===== src/rtl/m68k_bus_pkg.sv =====
// Shared definitions for the 68000 bus-master initiator: widths, byte-lane indices and FSM encoding.
package m68k_bus_pkg;

  localparam int ADDR_W   = 23;
  localparam int DATA_W   = 16;
  localparam int BE_W     = 2;
  localparam int BE_UPPER = 1;
  localparam int BE_LOWER = 0;

  typedef enum logic [2:0] {
    ST_IDLE,
    ST_ADDR,
    ST_STROBE,
    ST_DSTROBE,
    ST_WAIT,
    ST_RECOVER
  } state_t;

  // Active-low {UDS, LDS} for a set of byte enables.
  function automatic logic [1:0] data_strobes_n(input logic [BE_W-1:0] be);
    return {~be[BE_UPPER], ~be[BE_LOWER]};
  endfunction

endpackage


===== src/rtl/m68k_bus_initiator_sync_ff.sv =====
// Multi-stage flip-flop synchronizer for asynchronous bus inputs, with a configurable reset value.
module sync_ff #(
  parameter int               WIDTH     = 1,
  parameter int               STAGES    = 2,
  parameter logic [WIDTH-1:0] RESET_VAL = '0
) (
  input  logic             clk,
  input  logic             reset,
  input  logic [WIDTH-1:0] d,
  output logic [WIDTH-1:0] q
);

  logic [WIDTH-1:0] stage_q [STAGES];

  // NOTE: sequential state uses non-blocking assignments so every stage samples the pre-edge value
  // of its predecessor; blocking here would collapse the chain into a single flop.
  always_ff @(posedge clk) begin
    if (reset) begin
      for (int i = 0; i < STAGES; i++) stage_q[i] <= RESET_VAL;
    end else begin
      stage_q[0] <= d;
      for (int i = 1; i < STAGES; i++) stage_q[i] <= stage_q[i-1];
    end
  end

  assign q = stage_q[STAGES-1];

endmodule


===== src/rtl/m68k_bus_initiator.sv =====
// 68000 asynchronous bus master: runs one read/write cycle per request and completes on
// DTACK, BERR or timeout, then waits for the responder to release before going idle.
module m68k_bus_initiator
  import m68k_bus_pkg::*;
#(
  parameter int TIMEOUT_CYCLES = 64,
  parameter int SYNC_STAGES    = 2
) (
  input  logic              CPUCLK_IN,
  input  logic              RESET,
  input  logic              REQ,
  input  logic              WR,
  input  logic [BE_W-1:0]   BE,
  input  logic [ADDR_W-1:0] ADDR_IN,
  input  logic [DATA_W-1:0] WDATA,
  output logic              BUSY,
  output logic              DONE,
  output logic              ERR,
  output logic [DATA_W-1:0] RDATA,
  output logic [ADDR_W-1:0] A,
  output logic [DATA_W-1:0] D_OUT,
  output logic              D_OE,
  input  logic [DATA_W-1:0] D_IN,
  output logic              AS,
  output logic              UDS,
  output logic              LDS,
  output logic              RW,
  input  logic              DTACK,
  input  logic              BERR
);

  localparam int               CNT_W    = $clog2(TIMEOUT_CYCLES) + 1;
  localparam logic [CNT_W-1:0] CNT_LAST = CNT_W'(TIMEOUT_CYCLES - 1);

  state_t            state_q, state_d;
  logic [CNT_W-1:0]  cnt_q, cnt_d;
  logic              wr_q, wr_d;
  logic [BE_W-1:0]   be_q, be_d;
  logic [ADDR_W-1:0] a_d;
  logic [DATA_W-1:0] d_out_d, rdata_d;
  logic              d_oe_d, as_d, uds_d, lds_d, rw_d, busy_d, done_d, err_d;
  logic              dtack_s, berr_s;

  sync_ff #(
    .WIDTH    (2),
    .STAGES   (SYNC_STAGES),
    .RESET_VAL(2'b11)
  ) u_sync (
    .clk  (CPUCLK_IN),
    .reset(RESET),
    .d    ({DTACK, BERR}),
    .q    ({dtack_s, berr_s})
  );

  always_ff @(posedge CPUCLK_IN) begin
    if (RESET) begin
      state_q <= ST_IDLE;
      cnt_q   <= '0;
      wr_q    <= 1'b0;
      be_q    <= '0;
      A       <= '0;
      D_OUT   <= '0;
      D_OE    <= 1'b0;
      AS      <= 1'b1;
      UDS     <= 1'b1;
      LDS     <= 1'b1;
      RW      <= 1'b1;
      BUSY    <= 1'b0;
      DONE    <= 1'b0;
      ERR     <= 1'b0;
      RDATA   <= '0;
    end else begin
      state_q <= state_d;
      cnt_q   <= cnt_d;
      wr_q    <= wr_d;
      be_q    <= be_d;
      A       <= a_d;
      D_OUT   <= d_out_d;
      D_OE    <= d_oe_d;
      AS      <= as_d;
      UDS     <= uds_d;
      LDS     <= lds_d;
      RW      <= rw_d;
      BUSY    <= busy_d;
      DONE    <= done_d;
      ERR     <= err_d;
      RDATA   <= rdata_d;
    end
  end

  // NOTE: every signal written below gets a default first, so no path leaves one unassigned and
  // no latch is inferred; registered outputs default to holding their current value.
  always_comb begin
    state_d = state_q;
    cnt_d   = cnt_q;
    wr_d    = wr_q;
    be_d    = be_q;
    a_d     = A;
    d_out_d = D_OUT;
    d_oe_d  = D_OE;
    as_d    = AS;
    uds_d   = UDS;
    lds_d   = LDS;
    rw_d    = RW;
    busy_d  = BUSY;
    done_d  = 1'b0;
    err_d   = 1'b0;
    rdata_d = RDATA;

    unique case (state_q)
      ST_IDLE: begin
        if (REQ && (BE != '0)) begin
          wr_d    = WR;
          be_d    = BE;
          a_d     = ADDR_IN;
          d_out_d = WDATA;
          d_oe_d  = WR;
          rw_d    = ~WR;
          busy_d  = 1'b1;
          state_d = ST_ADDR;
        end
      end

      // Reads may strobe data with AS; writes hold data strobes one more cycle for data setup.
      ST_ADDR: begin
        as_d = 1'b0;
        if (!wr_q) {uds_d, lds_d} = data_strobes_n(be_q);
        state_d = ST_STROBE;
      end

      ST_STROBE: begin
        cnt_d = '0;
        if (wr_q) begin
          {uds_d, lds_d} = data_strobes_n(be_q);
          state_d = ST_DSTROBE;
        end else begin
          state_d = ST_WAIT;
        end
      end

      ST_DSTROBE: begin
        cnt_d   = '0;
        state_d = ST_WAIT;
      end

      ST_WAIT: begin
        cnt_d = cnt_q + 1'b1;
        if (!berr_s || !dtack_s || (cnt_q == CNT_LAST)) begin
          done_d  = 1'b1;
          err_d   = !berr_s || dtack_s;
          if (berr_s && !dtack_s && !wr_q) rdata_d = D_IN;
          as_d    = 1'b1;
          uds_d   = 1'b1;
          lds_d   = 1'b1;
          d_oe_d  = 1'b0;
          state_d = ST_RECOVER;
        end
      end

      // Wait for the responder to negate both acknowledges before releasing the bus.
      ST_RECOVER: begin
        if (dtack_s && berr_s) begin
          rw_d    = 1'b1;
          busy_d  = 1'b0;
          state_d = ST_IDLE;
        end
      end

      default: state_d = ST_IDLE;
    endcase
  end

endmodule


===== config.mk =====
export PLATFORM = sky130hd
export DESIGN_NAME = m68k_bus_initiator
export DESIGN_NICKNAME = d
export VERILOG_FILES = /design/src/rtl/m68k_bus_pkg.sv /design/src/rtl/m68k_bus_initiator_sync_ff.sv /design/src/rtl/m68k_bus_initiator.sv
export SDC_FILE = /design/constraint.sdc
export NUM_CORES = 1
export LEC_CHECK = 0
export BUFFER_PORTS_ARGS = -buffer_cell sky130_fd_sc_hd__buf_4
export CORE_MARGIN = 2
export CORE_UTILIZATION = 51
export CTS_BUF_LIST = sky130_fd_sc_hd__clkbuf_8 sky130_fd_sc_hd__clkbuf_16
export DETAILED_ROUTE_END_ITERATION = 10
export MAX_ROUTING_LAYER = met4
export PLACE_DENSITY_LB_ADDON = 0.08
export SYNTH_ARGS = -nofsm -noshare
export SYNTH_HDL_FRONTEND = slang
export SYNTH_SLANG_ARGS = --single-unit

===== constraint.sdc =====
create_clock -name CPUCLK_IN -period 3.2 [get_ports CPUCLK_IN]
set_input_delay 0.16 -clock CPUCLK_IN [delete_from_list [all_inputs] [get_ports CPUCLK_IN]]
set_output_delay 0.16 -clock CPUCLK_IN [all_outputs]
set_load 0.02 [all_outputs]

; ---- Word level (Yosys, flattened, before mapping)
; Memories as Yosys holds them, arrays and structs flattened.
; Index checks and enable logic that the tools add are counted.
; W data, S select, Z words.
[totals]
ff_bits = 76
latchBits = 0
mem_bits_rw = 4
romBits = 0
input_bits = 63
output_inout_bits = 63
wordCells = 91
mem_count = 1
[memory_table]
columns = memory, depth, word_bits, rd, rd_clocked_by_memory_dff, write_ports, line_no
row1 = u_sync.stage_q, 2, 2, 2, 0, 2, m68k_bus_initiator_sync_ff.sv:13  ; logic [WIDTH-1:0] stage_q [STAGES];
[classes]
n_addsub = 1
mul = 0
div = 0
magnitude_cmp = 0
eq_ne = 11
shifts = 0
n_mux = 29
bitwise_logic = 7
n_reduce_logical = 27
[ops]
columns = op, count
row1 = $pmux W3 S6, 1
row2 = $mux W1, 15
row3 = $pmux W7 S2, 1
row4 = $mux W3, 4
row5 = $reduce_and A3 Y1, 4
row6 = $ne A2 B2 Y1 const B, 5
row7 = $reduce_bool A2 Y1, 5
row8 = $pmux W1 S2, 4
row9 = $add A7 B1 Y7 const B, 1
row10 = $eq A7 B6 Y1 const B, 1
row11 = $eq A3 B2 Y1 const B, 2
row12 = $eq A3 B3 Y1 const B, 2
row13 = $pmux W1 S3, 2
row14 = $not A1 Y1, 5
row15 = $logic_and A1 B1 Y1, 4
row16 = $mux W2, 2
row17 = $reduce_and A2 Y1, 2
row18 = $reduce_and A4 Y1, 1
row19 = $reduce_or A2 Y1, 2
row20 = $eq A3 B1 Y1 const B, 1
row21 = $logic_not A1 Y1, 3
row22 = $logic_not A3 Y1, 1
row23 = $logic_or A1 B1 Y1, 3
row24 = $reduce_bool A3 Y1, 1
row25 = 2 further kinds, 3

; ---- Logic depth before layout (Yosys ltp)
; Gate-level depths: netlist of run 1.
[depth]
ltp_word = 5
depth_mapped = 7

; ---- Modules after synthesis
; Synthesis of run 1 repeated with hierarchy kept, for this count alone.
[hier_totals]
hier_cells = 369
hier_area_um2 = 2995.4
[modules_own_cells]
columns = module, n_inst, cells_each, area_each_um2, seq_area_each_um2
row1 = m68k_bus_initiator, 1, 359, 2875.3, 1521.5
row2 = sync_ff, 1, 10, 120.1, 80.1

; ---- Worst setup path before layout of run 1
; OpenSTA, ideal clock, no wires.
[synth_timing]
path_type = register to register
start = register state_q[0]
end = register cnt_q[5]
setup_time_ns = 0.070
arrival_ns = 1.518
required_ns = 3.130
path_slack_ns = 1.612
path_stages_with_launch = 6
cell_sequence = dfxtp_1 > buf_6 > or3b_1 > buf_2 > or4_1 > a21oi_1
[synth_via]
elab_chain_cells = 3
word_cells_on_any_way = 6
classes_between = eq/ne: 3 / mux: 1 / reduce/logical: 2
[synth_lines]
columns = element, line_no
row1 = from (decl), m68k_bus_initiator.sv:35  ; state_t state_q, state_d;
row2 = from (signal assigned), m68k_bus_initiator.sv:73  ; state_q <= state_d;
row3 = $eq A3 B2 Y1, m68k_bus_initiator.sv:110  ; unique case (state_q)
row4 = $reduce_or A2 Y1 (no line), --
row5 = $pmux W7 S2 / $reduce_bool A2 Y1 (equally long branches), --
row6 = to (signal assigned), m68k_bus_initiator.sv:74  ; cnt_q <= cnt_d;
row7 = to (decl), m68k_bus_initiator.sv:36  ; logic [CNT_W-1:0] cnt_q, cnt_d;
; Parallel ways exist; a longest one is shown, timed or not.
; A chain may end at the register's enable or synchronous reset.

; ---- Final worst setup path of run 1
[layout_timing]
start = register state_q[2]
end = register cnt_q[5]
; Same word-level chain as after synthesis.

==> summary.md, run 1 <==
| Metric | Value |
|---|---|
| Post-synth net total | `429` |
| Final design area excluding fillers | `4200 um^2` |
| Total power divided by cell area | `570 nW/um^2` |
| Num ports | `126` |
| Cell area after placement | `3910 um^2` |
| Post-route worst setup slack | `1.17 ns` |
| Launch instance of the worst register-to-register path | `state_q[2]$_SDFFE_PP0P_` |
| Antenna Nets Post-Route | `0` |
| Pin count of the biggest net entering global routing | `81` |
| Per-cell routed wire length | `13.4 um` |
| Worst IR drop on VDD | `0.353 mV` |
| FF-to-FF End | `cnt_q[5]$_SDFFE_PP0P_` |
| Hold_sp | `ADDR_IN[6]` |
| Actual slew at the worst max-slew pin | `0.792 ns` |
| Maxcap violations | `0` |
| Sum of net half-perimeters after detailed placement | `5010 um` |
| Post-synthesis sequential area ratio | `53.9%` |
| Arrival @ worst endpoint | `2.29 ns` |
| Die extent in x | `80.4 um` |
| Synth warnings | `0` |
| Max-slew headroom | `47.2%` |
| Worst Hold Class | `in -> reg` |
| Run status | `finished, final reports clean` |
| Router iterations before antenna repair | `4` |
| Cell area after technology mapping | `2970 um^2` |
| Post-synthesis to final-layout area growth | `41.3%` |
| Fin crit share | `63.3%` |
| Postcts setup bufs | `0` |
| Met3 track demand over resource in global routing | `8.09%` |
| Sinks on the clock net | `80` |
| Worst setup slack before clock tree synthesis | `1.17 ns` |
| Detailed-route vias per instance | `5.18` |
| Most instantiated flip-flop cell in the synthesis netlist | `sky130_fd_sc_hd__dfxtp_1` |
| Startpoint type of the worst setup path | `flip-flop` |
| GRT overflow | `0` |
| CTS Buffer Depth | `2` |
| Fmax | `0.494 GHz` |
| # resized after CTS | `0` |
| Clock edge transition at the registers on the reported setup and hold paths | `0.08 ns` |
| Fraction of registers with async set or reset after synthesis | `0%` |
| Crit path max fanout | `16` |
| Quantity of I/O buffers inserted on ports | `125` |
| Std-Cell Core Area | `5570 um^2` |
| Gp weighted congestion | `0.790` |
| Kind of capture point of the worst setup path | `flip-flop` |
| # setup viols final | `0` |
| Worst hold path depth | `3` |
| Number of DRC markers in iteration 0 | `125` |
| Cell at the root of the clock tree | `sky130_fd_sc_hd__clkbuf_8` |
| Clk_skew | `0.00713 ns` |
| Count of flip-flops with a built-in enable after synthesis | `0` |
| FP Rows | `27` |
| Clock latency reported for the late side of the worst-skew pair | `0.34 ns` |
| Clock tree from TritonCTS | `done` |
| Hold Path Sink | `A[6]$_SDFFE_PP0P_` |
| Number of cells on the worst reg-to-reg path | `3` |
| Final min period | `2.03 ns` |
| Antenna violations before repair | `0` |
| # diodes | `0` |
| Met2 track demand over resource | `39.8%` |
| Netlist cell types | `38` |
| Global-route wire length before repair | `11800 um` |
| Unrepaired setup endpoints after global routing | `false` |
| Number of cells produced by synthesis | `365` |
| Nets | `543` |
| Total detailed-routing wirelength | `7450 um` |
| Final core utilization | `75.4%` |
| # hold bufs at CTS | `2` |
| CTS buffer count | `9` |
| Vias in the first global route | `2809` |
| #FFs+latches synth | `80` |
| Pins over their slew limit | `0` |
| DIE AREA | `6460 um^2` |
| Total routing resource utilization after global routing | `23.8%` |
| Category of the critical setup timing path | `reg -> reg` |
| Die height | `80.4 um` |
| Number of levels the H-tree was split into | `3` |
| GR met1 Demand/Resource | `25.9%` |
| Critical path data required time | `3.47 ns` |
| Via count | `2881` |
| Starting utilization of the core area | `53.3%` |
| Mean instance size in the synthesized netlist | `8.14 um^2` |
| Final number of hold-violating endpoints | `0` |
| Setup TNS Final | `0 ns` |
| Worst setup slack for register-to-register paths | `1.17 ns` |
| Count of unresolved DRC violations after routing | `0` |
| Layout cell share with drive strength beyond 1 | `31.4%` |
| Busiest layer in global routing | `met2` |
| Leakage power | `0.00177 uW` |
-- cell usage in the layout (no fill, tap or decap), drive strengths merged, types with 2 or more instances in the layout --
cell type,n
o21ai,5
dfxtp,80
clkinv,2
nand3b,2
dlygate4sd3,2
a211oi,3
or3,3
nor2b,2
and3,2
or2,4
nand3,7
nor2,11
or4,2
a21o,3
clkbuf,10
mux2,2
a21oi,67
nor3,5
bufinv,4
a22oi,3
nand2,120
nor4,2
o211ai,2
buf,127
-- final cells by class --
| class | instances | area, um^2 |
|---|---|---|
| Multi-Input combinational cell | 258 | 1260 |
| Sequential cell | 80 | 1600 |
| Clock inverter | 6 | 130 |
| Inverter | 1 | 3.75 |
| Clock buffer | 10 | 138 |
| Tap cell | 72 | 90.1 |
| Timing Repair Buffer | 129 | 973 |
| Fill cell | 445 | 1370 |
-- registers in the layout, indices dropped and copies added, names as in the netlist --
signal	flops
A	23
AS	1
BUSY	1
DONE	1
D_OE	1
D_OUT	16
ERR	1
LDS	1
RDATA	16
RW	1
UDS	1
be_q	2
cnt_q	7
state_q	3
u_sync.stage_q	4
wr_q	1
-- layer usage --
layer	vias to the layer above	share of wire, %
met5	-	0
met4	0	1.8
met3	14	7.3
met2	95	49
met1	1317	42
li1	1455	-
-- critical path, stage by stage, from the launching register on --
cell                      delay, ns
sky130_fd_sc_hd__dfxtp_1       0.64
sky130_fd_sc_hd__or3b_1        0.61
sky130_fd_sc_hd__or4_1         0.56
sky130_fd_sc_hd__a21oi_1       0.15
-- synthesized netlist by cell type (all sizes together) (2+ instances only) --
cell | instances | area share (%)
a211oi | 3 | 0.76
a21o | 3 | 0.76
a21oi | 67 | 11
a22oi | 3 | 0.76
and3 | 2 | 0.42
buf | 5 | 1.1
clkbuf | 21 | 2.7
dfxtp | 80 | 54
mux2 | 2 | 0.76
nand2 | 120 | 15
nand3 | 7 | 1.2
nand3b | 2 | 0.50
nor2 | 11 | 1.4
nor2b | 2 | 0.42
nor3 | 5 | 0.84
nor4 | 2 | 0.63
o211ai | 2 | 0.50
o21ai | 5 | 0.84
or2 | 4 | 0.84
or3 | 3 | 0.63
or4 | 2 | 0.50
-- report_power, final --
group / leakage (uW) / internal, uW / total [uW] / switching, uW
Clock: 0.000136 / 616 / 973 / 357
Combinational: 0.000977 / 154 / 338 / 185
Sequential: 0.000652 / 1050 / 1080 / 36.9
Total: 0.00177 / 1820 / 2390 / 578
-- kinds of logic (layout without fill, tap and decap cells) --
logic type,after synthesis,count (layout),synth area share [%]
adders and majority gates,1,1,0.421
DFF,80,80,53.9
buffers and inverters,27,146,3.87
and+or+nand+nor,166,166,24.4
AOI/OAI and AO/OA,89,89,16.7
muxes,2,2,0.758
-- metrics by stage --
stage          hold WS, ns  cells  power [uW]
2_1_floorplan        0.264    365        1290
3_3_place_gp         0.345    538        1440
3_5_place_dp         0.347    538        1440
4_1_cts             0.0394    556        2410
5_1_grt             0.0423    556        2480
6_report            0.0559    556        2390
-- worst max path at each step --
stage,from,endpoint,slack (ns),cells past startpoint
6_report,state_q[2]$_SDFFE_PP0P_,cnt_q[5]$_SDFFE_PP0P_,1.17,3
5_1_grt,state_q[2]$_SDFFE_PP0P_,RDATA[8]$_SDFFE_PP0P_,0.93,4
4_1_cts,state_q[2]$_SDFFE_PP0P_,RDATA[6]$_SDFFE_PP0P_,1.17,4
3_5_place_dp,state_q[2]$_SDFFE_PP0P_,RDATA[6]$_SDFFE_PP0P_,1.17,4
3_3_place_gp,state_q[2]$_SDFFE_PP0P_,cnt_q[5]$_SDFFE_PP0P_,1.24,3
2_1_floorplan,state_q[0]$_SDFFE_PP0P_,cnt_q[5]$_SDFFE_PP0P_,1.61,5
No activity file was read; power rests on OpenSTA's default activity.
==> run 2: changes to the inputs <==
CORE_UTILIZATION = 47   (was 51)
clock period = 2.1 ns   (was 3.2 ns; I/O delays follow)
==> run 2 against run 1 <==
Cell count up 6.5%. Clock power is 2.6% lower. Global-route usage is 1.4 points lower. Worst setup slack lost 0.87 ns. Critical path type unchanged. Largest cell class unchanged. Highest routed layer unchanged.
==> summary.md, run 2 (synthesis results as in run 1) <==
| Metric | Value |
|---|---|
| Run status | `finished, final reports clean` |
| Commonest non-fill, non-tap cell in the layout | `sky130_fd_sc_hd__buf_4` |
| Category of the critical setup timing path | `reg -> reg` |
| Hold Path Sink | `A[11]$_SDFFE_PP0P_` |
| Setup TNS Final | `0 ns (unchanged)` |
| Pin count of the biggest net entering global routing | `44 (-46%)` |
| Cell at the root of the clock tree | `sky130_fd_sc_hd__clkbuf_8` |
| Clock tree from TritonCTS | `done` |
| Buffers and inverters on the worst path | `0 (unchanged)` |
| Layout cell share with drive strength beyond 1 | `30.6% (-0.84 points)` |
| Crit path max-delay cell type | `sky130_fd_sc_hd__or3b_1` |
| Count of unresolved DRC violations after routing | `0 (unchanged)` |
| Clock latency reported for the late side of the worst-skew pair | `0.34 ns (about the same)` |
| Die height | `83.5 um (+4.0%)` |
| Total routing resource utilization after global routing | `22.4% (-1.4 points)` |
| Pins over their slew limit | `0 (unchanged)` |
| Sum of net half-perimeters after detailed placement | `5070 um (+1.1%)` |
| Nets | `576 (+6.1%)` |
| GRT overflow | `0 (unchanged)` |
| Crit path max fanout | `15 (-1)` |
| Launch instance of the worst register-to-register path | `state_q[1]$_SDFFE_PP0P_` |
| Actual slew at the worst max-slew pin | `0.574 ns (-0.217 ns)` |
| Worst setup slack for register-to-register paths | `0.30 ns (-0.87 ns)` |
| Total power divided by cell area | `716 nW/um^2 (+26%)` |
| Num ports | `126 (unchanged)` |
| Cell type group with the largest total delay on the critical path | `simple AND/OR/NAND/NOR gates` |
| Sinks on the clock net | `80 (unchanged)` |
| Number of DRC markers in iteration 0 | `146 (+17%)` |
| Largest registers ranked by flip-flop count | `A: 23 flops, D_OUT: 16 flops, RDATA: 16 flops` |
| # setup viols final | `0 (unchanged)` |
| Max-slew headroom | `61.3% (+14 points)` |
| Number of levels the H-tree was split into | `3 (unchanged)` |
| Final number of hold-violating endpoints | `0 (unchanged)` |
| Number of standard cells in the final layout excluding fillers | `592 (+6.5%)` |
| Post-synthesis to final-layout area growth | `48.9%` |
| Clk_skew | `0.00987 ns (+0.00274 ns)` |
| Std-Cell Core Area | `6030 um^2 (+8.1%)` |
| Via count | `2959 (+2.7%)` |
| Number of cells on the worst reg-to-reg path | `4 (+1)` |
| Maxcap violations | `0 (unchanged)` |
| Worst IR drop on VDD | `0.479 mV (+36%)` |
| Startpoint type of the worst setup path | `flip-flop` |
| Detailed-route vias per instance | `5.00 (-3.5%)` |
| Router iterations before antenna repair | `4 (unchanged)` |
| Global-route wire length before repair | `12500 um (+5.9%)` |
| Starting utilization of the core area | `49.3% (-4.0 points)` |
| Leading cell types in the layout, fill and taps excluded | `134 x sky130_fd_sc_hd__buf_4, 120 x sky130_fd_sc_hd__nand2_1, 80 x sky130_fd_sc_hd__dfxtp_1, 67 x sky130_fd_sc_hd__a21oi_1, 27 x sky130_fd_sc_hd__dlygate4sd3_1` |
| Leakage power | `0.00188 uW (+6.2%)` |
| Per-cell routed wire length | `12.8 um (-4.2%)` |
| Hold_sp | `ADDR_IN[11]` |
| Clock edge transition at the registers on the reported setup and hold paths | `0.08 ns (about the same)` |
| Worst hold path depth | `3 (unchanged)` |
| Critical path data required time | `2.38 ns (-1.09 ns)` |
| Vias in the first global route | `2777 (-1.1%)` |
| CTS Buffer Depth | `2 (unchanged)` |
| FF-to-FF End | `UDS$_SDFFE_PP1P_` |
| Largest register FFs | `23 (unchanged)` |
| Fin crit share | `85.5% (+22 points)` |
| Final min period | `1.80 ns (-0.230 ns)` |
| # diodes | `0 (unchanged)` |
| Quantity of I/O buffers inserted on ports | `125 (unchanged)` |
| Kind of capture point of the worst setup path | `flip-flop` |
| Total detailed-routing wirelength | `7600 um (+2.0%)` |
| Antenna violations before repair | `0 (unchanged)` |
| DIE AREA | `6980 um^2 (+8.1%)` |
| Series of cell instances along the critical path | `or3b_1 > nor4_1 > or3_1 > a21o_1` |
| Fmax | `0.557 GHz (+13%)` |
| Antenna Nets Post-Route | `0 (unchanged)` |
| Worst Hold Class | `in -> reg` |
| Gp weighted congestion | `0.856 (+8.4%)` |
| Arrival @ worst endpoint | `2.08 ns (-0.21 ns)` |
| Register name with the most flops | `A` |
| Delay of the slowest cell on the worst path | `0.56 ns (-0.08 ns)` |
| Die extent in x | `83.5 um (+4.0%)` |
| Placed Instances | `549 (+2.0%)` |
| Postcts setup bufs | `0 (unchanged)` |
| CTS buffer count | `9 (unchanged)` |
| Unrepaired setup endpoints after global routing | `false` |
| FP Rows | `28 (+3.7%)` |
run 2: cell count changes in the layout (fill, tap and decap cells not counted), sizes merged:
cell | before | now
clkinv | 2 | 4
inv | 1 | 3
dlygate4sd3 | 2 | 27
buf | 127 | 135
bufinv | 4 | 0
run 2: power by group:
group	switching, uW	total (uW)	internal, uW	leakage [uW]
sequential	53.0	1650	1590	0.000652
combinational	296	573	277	0.00112
clock	504	948	445	0.0000982
run 2: cell type report:
type	count	area [um^2]
fill	482	1600
multi-input combinational	258	1260
tap	75	93.8
inverter	1	3.75
clock inverter	6	27.5
sequential	80	1600
timing repair buffer	162	1300
clock buffer	10	138
run 2: worst reg2reg max path, cell delays in order, from the launching register on:
cell and delay [ns]:
sky130_fd_sc_hd__dfxtp_1 0.46, sky130_fd_sc_hd__or3b_1 0.57, sky130_fd_sc_hd__nor4_1 0.43, sky130_fd_sc_hd__or3_1 0.18, sky130_fd_sc_hd__a21o_1 0.10
run 2: metal layers:
layer,wire length [um],global-route usage (%),part of all wire (%),vias up
met5,0,-,0,-
met4,150,8.21,2.0,0
met3,485,5.84,6.4,16
met2,3770,37.0,50,86
met1,3200,26.4,42,1339
li1,-,-,-,1518
run 2: worst max path at each step:
stage / startpoint / end / slack, ns / cells past startpoint
final: state_q[1]$_SDFFE_PP0P_ / UDS$_SDFFE_PP1P_ / 0.30 / 4
after CTS: state_q[1]$_SDFFE_PP0P_ / UDS$_SDFFE_PP1P_ / 0.32 / 4
after floorplan: state_q[0]$_SDFFE_PP0P_ / cnt_q[5]$_SDFFE_PP0P_ / 0.51 / 5
after detailed placement: state_q[1]$_SDFFE_PP0P_ / cnt_q[5]$_SDFFE_PP0P_ / 0.34 / 3
after global routing: state_q[1]$_SDFFE_PP0P_ / LDS$_SDFFE_PP1P_ / 0.16 / 4
after global placement: state_q[1]$_SDFFE_PP0P_ / cnt_q[5]$_SDFFE_PP0P_ / 0.37 / 3
run 2: per-stage QoR:
stage	hold WS (ns)	instance area (um^2)	util [%]	total power, uW	setup slack, ns
floorplan	0.209	2970	-	1960	0.512
global placement	0.292	3990	66.2	2200	0.370
detailed placement	0.302	3990	66.2	2210	0.336
CTS	0.000611	4400	72.9	3200	0.323
global route	0.000715	4430	73.4	3340	0.158
finish	0.0116	4430	73.4	3170	0.305
run 2: what timing repair did:
item                      4_1_cts  5_1_grt
resized for setup               0        0
hold endpoints to repair       24        3
hold buffers                   24        3
